<file path="src/rtl/muldiv_unit.sv">
`default_nettype none
// ============================================================================
// muldiv_unit - iterative RV32 mul/div/rem (shift-add, restoring)  Rev 1.0
// ============================================================================
module muldiv_unit #(
  parameter int WIDTH = 32
) (
  input  logic             clk,
  input  logic             rst_n,
  input  logic             start,
  input  logic             flush,
  input  logic [3:0]       alusel,
  input  logic [WIDTH-1:0] a,
  input  logic [WIDTH-1:0] b,
  output logic             busy,
  output logic             done,
  output logic [WIDTH-1:0] result
);

  localparam logic [3:0]       C_SEL_MUL = 4'b1011;
  localparam logic [3:0]       C_SEL_DIV = 4'b1110;
  localparam logic [3:0]       C_SEL_REM = 4'b0010;
  localparam int               CW        = $clog2(WIDTH);
  localparam logic [CW-1:0]    C_LAST    = CW'(WIDTH - 1);
  localparam logic [WIDTH-1:0] C_MIN     = {1'b1, {(WIDTH-1){1'b0}}};

  typedef enum logic [1:0] {
    S_IDLE = 2'd0,
    S_MUL  = 2'd1,
    S_DIV  = 2'd2,
    S_DONE = 2'd3
  } state_t;

  state_t           r_state;
  logic             r_busy;
  logic             r_done;
  logic [CW-1:0]    r_cnt;
  logic [WIDTH-1:0] r_opa;     // multiplicand (shifted left) / dividend shifting into quotient
  logic [WIDTH-1:0] r_opb;     // multiplier (shifted right) / divisor magnitude
  logic [WIDTH-1:0] r_acc;     // product accumulator / partial remainder
  logic             r_rem_sel;
  logic             r_neg_q;
  logic             r_neg_r;

  logic             w_is_mul;
  logic             w_is_div;
  logic             w_is_rem;
  logic             w_accept;
  logic             w_div_zero;
  logic             w_div_ovf;
  logic [WIDTH-1:0] w_abs_a;
  logic [WIDTH-1:0] w_abs_b;
  logic [WIDTH-1:0] w_mul_sum;
  logic [WIDTH:0]   w_rem_sh;
  logic [WIDTH:0]   w_trial;
  logic             w_q_bit;
  logic [WIDTH-1:0] w_rem_next;
  logic [WIDTH-1:0] w_quo_next;
  logic [WIDTH-1:0] w_quo_signed;
  logic [WIDTH-1:0] w_rem_signed;

  assign w_is_mul   = (alusel == C_SEL_MUL);
  assign w_is_div   = (alusel == C_SEL_DIV);
  assign w_is_rem   = (alusel == C_SEL_REM);
  assign w_accept   = start & (w_is_mul | w_is_div | w_is_rem);
  assign w_div_zero = (b == '0);
  assign w_div_ovf  = (a == C_MIN) && (b == '1);
  assign w_abs_a    = a[WIDTH-1] ? (~a + 1'b1) : a;
  assign w_abs_b    = b[WIDTH-1] ? (~b + 1'b1) : b;

  assign w_mul_sum  = r_acc + (r_opb[0] ? r_opa : '0);

  // The trial subtraction is one bit wider so its borrow shows up as the sign bit.
  assign w_rem_sh     = {r_acc, r_opa[WIDTH-1]};
  assign w_trial      = w_rem_sh - {1'b0, r_opb};
  assign w_q_bit      = ~w_trial[WIDTH];
  assign w_rem_next   = w_q_bit ? w_trial[WIDTH-1:0] : w_rem_sh[WIDTH-1:0];
  assign w_quo_next   = {r_opa[WIDTH-2:0], w_q_bit};
  assign w_quo_signed = r_neg_q ? (~w_quo_next + 1'b1) : w_quo_next;
  assign w_rem_signed = r_neg_r ? (~w_rem_next + 1'b1) : w_rem_next;

  assign busy = r_busy;
  assign done = r_done;

  always_ff @(posedge clk) begin
    if (!rst_n) begin
      r_state   <= S_IDLE;
      r_busy    <= 1'b0;
      r_done    <= 1'b0;
      result    <= '0;
      r_cnt     <= '0;
      r_opa     <= '0;
      r_opb     <= '0;
      r_acc     <= '0;
      r_rem_sel <= 1'b0;
      r_neg_q   <= 1'b0;
      r_neg_r   <= 1'b0;
    end else if (flush) begin
      r_state <= S_IDLE;
      r_busy  <= 1'b0;
      r_done  <= 1'b0;
    end else begin
      case (r_state)
        S_IDLE: begin
          if (w_accept) begin
            r_cnt     <= '0;
            r_acc     <= '0;
            r_rem_sel <= w_is_rem;
            r_neg_q   <= a[WIDTH-1] ^ b[WIDTH-1];
            r_neg_r   <= a[WIDTH-1];
            if (w_is_mul) begin
              r_opa   <= a;
              r_opb   <= b;
              r_state <= S_MUL;
              r_busy  <= 1'b1;
            end else if (w_div_zero) begin
              r_opa   <= a;
              r_opb   <= b;
              result  <= w_is_rem ? a : '1;
              r_state <= S_DONE;
              r_done  <= 1'b1;
            end else if (w_div_ovf) begin
              r_opa   <= a;
              r_opb   <= b;
              result  <= w_is_rem ? '0 : C_MIN;
              r_state <= S_DONE;
              r_done  <= 1'b1;
            end else begin
              r_opa   <= w_abs_a;
              r_opb   <= w_abs_b;
              r_state <= S_DIV;
              r_busy  <= 1'b1;
            end
          end
        end
        S_MUL: begin
          r_acc <= w_mul_sum;
          r_opa <= r_opa << 1;
          r_opb <= r_opb >> 1;
          r_cnt <= r_cnt + 1'b1;
          if (r_cnt == C_LAST) begin
            result  <= w_mul_sum;
            r_state <= S_DONE;
            r_busy  <= 1'b0;
            r_done  <= 1'b1;
          end
        end
        S_DIV: begin
          r_acc <= w_rem_next;
          r_opa <= w_quo_next;
          r_cnt <= r_cnt + 1'b1;
          if (r_cnt == C_LAST) begin
            result  <= r_rem_sel ? w_rem_signed : w_quo_signed;
            r_state <= S_DONE;
            r_busy  <= 1'b0;
            r_done  <= 1'b1;
          end
        end
        S_DONE: begin
          r_state <= S_IDLE;
          r_done  <= 1'b0;
        end
        default: begin
          r_state <= S_IDLE;
          r_busy  <= 1'b0;
          r_done  <= 1'b0;
        end
      endcase
    end
  end

endmodule
`default_nettype wire
</file>
<file path="config.mk">
export PLATFORM = sky130hd
export DESIGN_NAME = muldiv_unit
export DESIGN_NICKNAME = d
export VERILOG_FILES = /design/src/rtl/muldiv_unit.sv
export SDC_FILE = /design/constraint.sdc
export NUM_CORES = 1
export LEC_CHECK = 0
export CAP_MARGIN = 20
export CORE_MARGIN = 4
export CORE_UTILIZATION = 43
export DETAILED_ROUTE_END_ITERATION = 6
export PLACE_DENSITY = 0.66
export SETUP_SLACK_MARGIN = 0.4
export SYNTH_ARGS = -nofsm -noshare
export SYNTH_HDL_FRONTEND = slang
export SYNTH_SLANG_ARGS = --single-unit
export TNS_END_PERCENT = 20
</file>
<file path="constraint.sdc">
create_clock -name clk -period 14.8 [get_ports clk]
set_clock_uncertainty 0.15 [all_clocks]
set_input_delay 1.48 -clock clk [delete_from_list [all_inputs] [get_ports clk]]
set_output_delay 1.48 -clock clk [all_outputs]
set_load 0.05 [all_outputs]
</file>
==> run summary <==
CLOCK TREE
------------------------------------------------------------------------------------
Insertion delay to the later sink of the worst-skew pair                      440 ps
CTS tree                                                                        done
Number of buffers on the longest clock path                                        2
CTS clock-pin slew for the worst setup and hold paths                          70 ps
Clock root cell                                                            clkbuf_16
Hold buffer count at cts                                                           0
Postcts setup bufs                                                                 0
Number of cells upsized or downsized after cts                                     0
CTS H-tree depth                                                                   4
Count of clock tree sinks                                                        140
Clock buffers created by TritonCTS                                                17

LAYOUT
------------------------------------------------------------------------------------
Share of final-layout standard cells stronger than drive strength 1          0.04724
Fillers                                                                         3362
Fin area                                                                   16020 µm²
Synth-to-layout area growth                                                   13.15%
Final cell count without fillers                                                2474
Final net count                                                                 2171
Diodes inserted                                                                    0
Post-layout utilization of the core                                           0.4925

STA
------------------------------------------------------------------------------------
Fin. Hold Viols                                                                    0
FMAX                                                                       163.8 MHz
Unrepaired setup endpoints after global routing                                   no
Final period utilization                                                      0.4125
Count of final setup violators                                                     0
Minimum period implied by the final worst setup slack                        6105 ps
Relative slew slack                                                           0.2143
Final WS setup                                                               8695 ps
Final setup TNS                                                                 0 ps
Final slew viol count                                                              0
Slew at the pin with the worst max-slew slack                                1163 ps

ROUTE
------------------------------------------------------------------------------------
Vias after detailed routing                                                    15494
Detailed-route wire length                                                  51210 µm
1st-pass router iterations                                                         5
DRC                                                                                0
Antenna viol nets, final                                                           0
Iteration-0 DRC count of the detailed router                                    1542
Mean routed wirelength per cell                                             20.70 µm
Via/cell ratio                                                                 6.263

DIE
------------------------------------------------------------------------------------
Placeable core region                                                      32540 µm²
Die Y-Extent                                                                189.5 µm
Initial standard-cell utilization of the core                                 0.4352
Horizontal die dimension                                                    189.5 µm
Ports                                                                            106
FP Rows                                                                           66
Die Outline Area                                                           35900 µm²

WORST SETUP PATH
------------------------------------------------------------------------------------
Required time reported for the critical path endpoint                       15010 ps
Highest net fanout along the worst path                                           59
Type of element launching the critical path                                     flop
List of cells traversed by the critical path                            inv_1, ha_1, fa_1, nand2b_1, a211oi_2, o21ai_2, a211oi_2, o21ai_2, xnor2_4, buf_4, inv_2, buf_4, nor2_1, a21oi_1, ha_1, nand3_1, nor4_1, mux2i_1, a21o_1, nor3_1, nand2_1, a2111o_1, o211ai_1
Setup Crit Path Kind                                                    flop to flop
Largest incremental delay on the critical path                                510 ps
Delay-heaviest family, CP                                               compound AO/OA/AOI/OAI gates
Worst path buffer plus inverter count                                              4
Crit path capture type                                                          flop
CP max stage cell                                                              buf_4
Data arrival time at the worst-slack endpoint                                6320 ps

PLACE
------------------------------------------------------------------------------------
Sum of net half-perimeters after detailed placement                         38370 µm
Post-place setup slack                                                       8513 ps
Weighted congestion at the end of routability-driven global placement         0.9935
Cells after DPL                                                                 2442
Placed cell area                                                           15460 µm²
Buffers on Ports                                                                 105

POWER
------------------------------------------------------------------------------------
Worst VDD drop                                                              86.92 µV
Switching power                                                            0.5683 mW
P per Cell Area                                                         86.96 nW/µm²
Seq pwr share                                                                  0.289
Combinational group share of total power                                       0.403
Total internal power                                                       0.8250 mW
Clk network pwr share                                                          0.308
Leakage power summed over all cells                                         6.003 nW
Switching Share                                                               0.4079

GLOBAL ROUTING
------------------------------------------------------------------------------------
Global-route wire length before repair                                      80440 µm
Pin count of the biggest net entering global routing                              92
Number of antenna violations at the first check in global routing                  0
Grt total ovfl                                                                     0
Via count of the first global-routing pass                                     14680
GRT Resource Usage Total                                                      0.2778

SYNTHESIS
------------------------------------------------------------------------------------
Yosys reg bits                                                                   140
Post-synthesis instance area                                               14160 µm²
Proportion of synthesized chip area in sequential cells                       0.1979
Flip-flop cell with the highest count after synthesis                        dfxtp_1
Count of flip-flops with a built-in enable after synthesis                         0
Fraction of registers with async set or reset after synthesis                      0
Warnings, synthesis                                                                0
Gate Count Post-Synth                                                           2000
Syn Nets                                                                        2151
Distinct cells, synth                                                             93
Synthesized area per cell                                                  7.081 µm²

STATUS
------------------------------------------------------------------------------------
Status                                                                  finished clean

HOLD PATH
------------------------------------------------------------------------------------
Hold crit path type                                                     flop to flop

RUN
------------------------------------------------------------------------------------
Max Cap Viol                                                                       0

[flip-flops by register name, indices dropped and copies added, names as in the netlist]
name	cells
done	1
busy	1
r_opa	32
result	32
r_neg_r	1
r_opb	32
r_neg_q	1
r_state	2
r_cnt	5
r_acc	32
r_rem_sel	1
[power groups by stage]
stage	Combinational [mW]	Clock (mW)	Sequential, mW
after floorplan	0.398	0	0.408
after global placement	0.543	0	0.410
after detailed placement	0.548	0	0.411
after CTS	0.552	0.435	0.402
after global routing	0.612	0.449	0.404
final	0.561	0.429	0.403
[metrics by stage]
stage	hold slack, ps	power [mW]
finish	306.3	1.393
global route	356.6	1.464
floorplan	286.2	0.8055
global placement	294.2	0.9536
detailed placement	305.8	0.9585
CTS	315.2	1.388
[synthesized netlist by cell type (17+ instances only)]
| cell | instances | share of area |
|---|---|---|
| clkbuf_1 | 103 | 0.027 |
| a21oi_1 | 180 | 0.064 |
| o31ai_1 | 33 | 0.017 |
| nand3_1 | 34 | 0.012 |
| mux2i_1 | 37 | 0.026 |
| xnor2_1 | 82 | 0.051 |
| a21o_1 | 26 | 0.014 |
| nor4_1 | 17 | 0.0075 |
| xor2_1 | 78 | 0.048 |
| nor3_1 | 53 | 0.019 |
| nand4_1 | 22 | 0.0097 |
| inv_1 | 77 | 0.020 |
| dfxtp_1 | 140 | 0.20 |
| a211oi_1 | 31 | 0.016 |
| and2_1 | 44 | 0.019 |
| ha_1 | 77 | 0.068 |
| o21ai_0 | 194 | 0.069 |
| o211ai_1 | 22 | 0.012 |
| nand2_1 | 183 | 0.049 |
| a221o_1 | 26 | 0.018 |
| nor2_1 | 233 | 0.062 |
[cells in the final DEF, fill, tap and decap left out, drive strengths merged, types with 24 or more instances in the layout]
cell type and instances:
xnor2 83, o21ai 202, a21oi 181, dfxtp 140
inv 79, clkdlybuf4s50 105, nand3 34, buf 24
a211oi 33, a221o 26, xor2 78, and2 45
mux2i 37, a21o 26, nor3 53, nand2 183
nor2 235, ha 77, o31ai 33
[worst register-to-register path, cell delays in order, from the launching register on]
cell and delay (ps):
dfxtp_1 410, inv_1 90, ha_1 230, fa_1 430, nand2b_1 190, a211oi_2 390, o21ai_2 110, a211oi_2 260
o21ai_2 120, xnor2_4 130, buf_4 310, inv_2 90, buf_4 510, nor2_1 100, a21oi_1 240, ha_1 320
nand3_1 100, nor4_1 220, mux2i_1 220, a21o_1 280, nor3_1 430, nand2_1 160, a2111o_1 440, o211ai_1 90
[worst paths after layout]
path	start	endpoint	slack [ps]	depth (start not counted)
setup / recovery	r_opa[31]$_SDFFE_PN0P_	result[28]$_SDFFE_PN0P_	8690	23
hold / removal	r_cnt[4]$_SDFFE_PN0P_	r_cnt[4]$_SDFFE_PN0P_	310	2
setup reg to reg	r_opa[31]$_SDFFE_PN0P_	result[28]$_SDFFE_PN0P_	8690	23
hold reg to reg	r_cnt[4]$_SDFFE_PN0P_	r_cnt[4]$_SDFFE_PN0P_	310	2
[layer usage]
| layer | GRT usage | wire (µm) |
|---|---|---|
| met1 | 0.3507 | 20810 |
| met3 | 0.03226 | 3153 |
| met5 | 0 | 0 |
| met4 | 0.1447 | 2982 |
| met2 | 0.4664 | 24260 |
[logic make-up (layout without fill, tap and decap cells)]
group	count (synthesis)	count (layout)	share of synthesized area
and+or+nand+nor	686	686	0.2281
muxes	42	42	0.03039
DFF	140	140	0.1979
buffers and inverters	206	238	0.05717
AOI/OAI and AO/OA	686	686	0.3146
xor gates and xnor gates	161	161	0.1009
adders and majority gates	79	79	0.07086
[area by class of cell]
| cell class | instances | area, µm² | area share |
|---|---|---|---|
| sequential | 140 | 2803 | 0.1749 |
| multi-input combinational | 1654 | 10590 | 0.6608 |
| inverter | 78 | 294.0 | 0.01835 |
| clock inverter | 12 | 113.9 | 0.007106 |
| tap | 442 | 553.0 | 0.03451 |
| clock buffer | 19 | 442.9 | 0.02764 |
| timing repair buffer | 129 | 1229 | 0.07668 |
No activity file was read; power rests on OpenSTA's default activity.
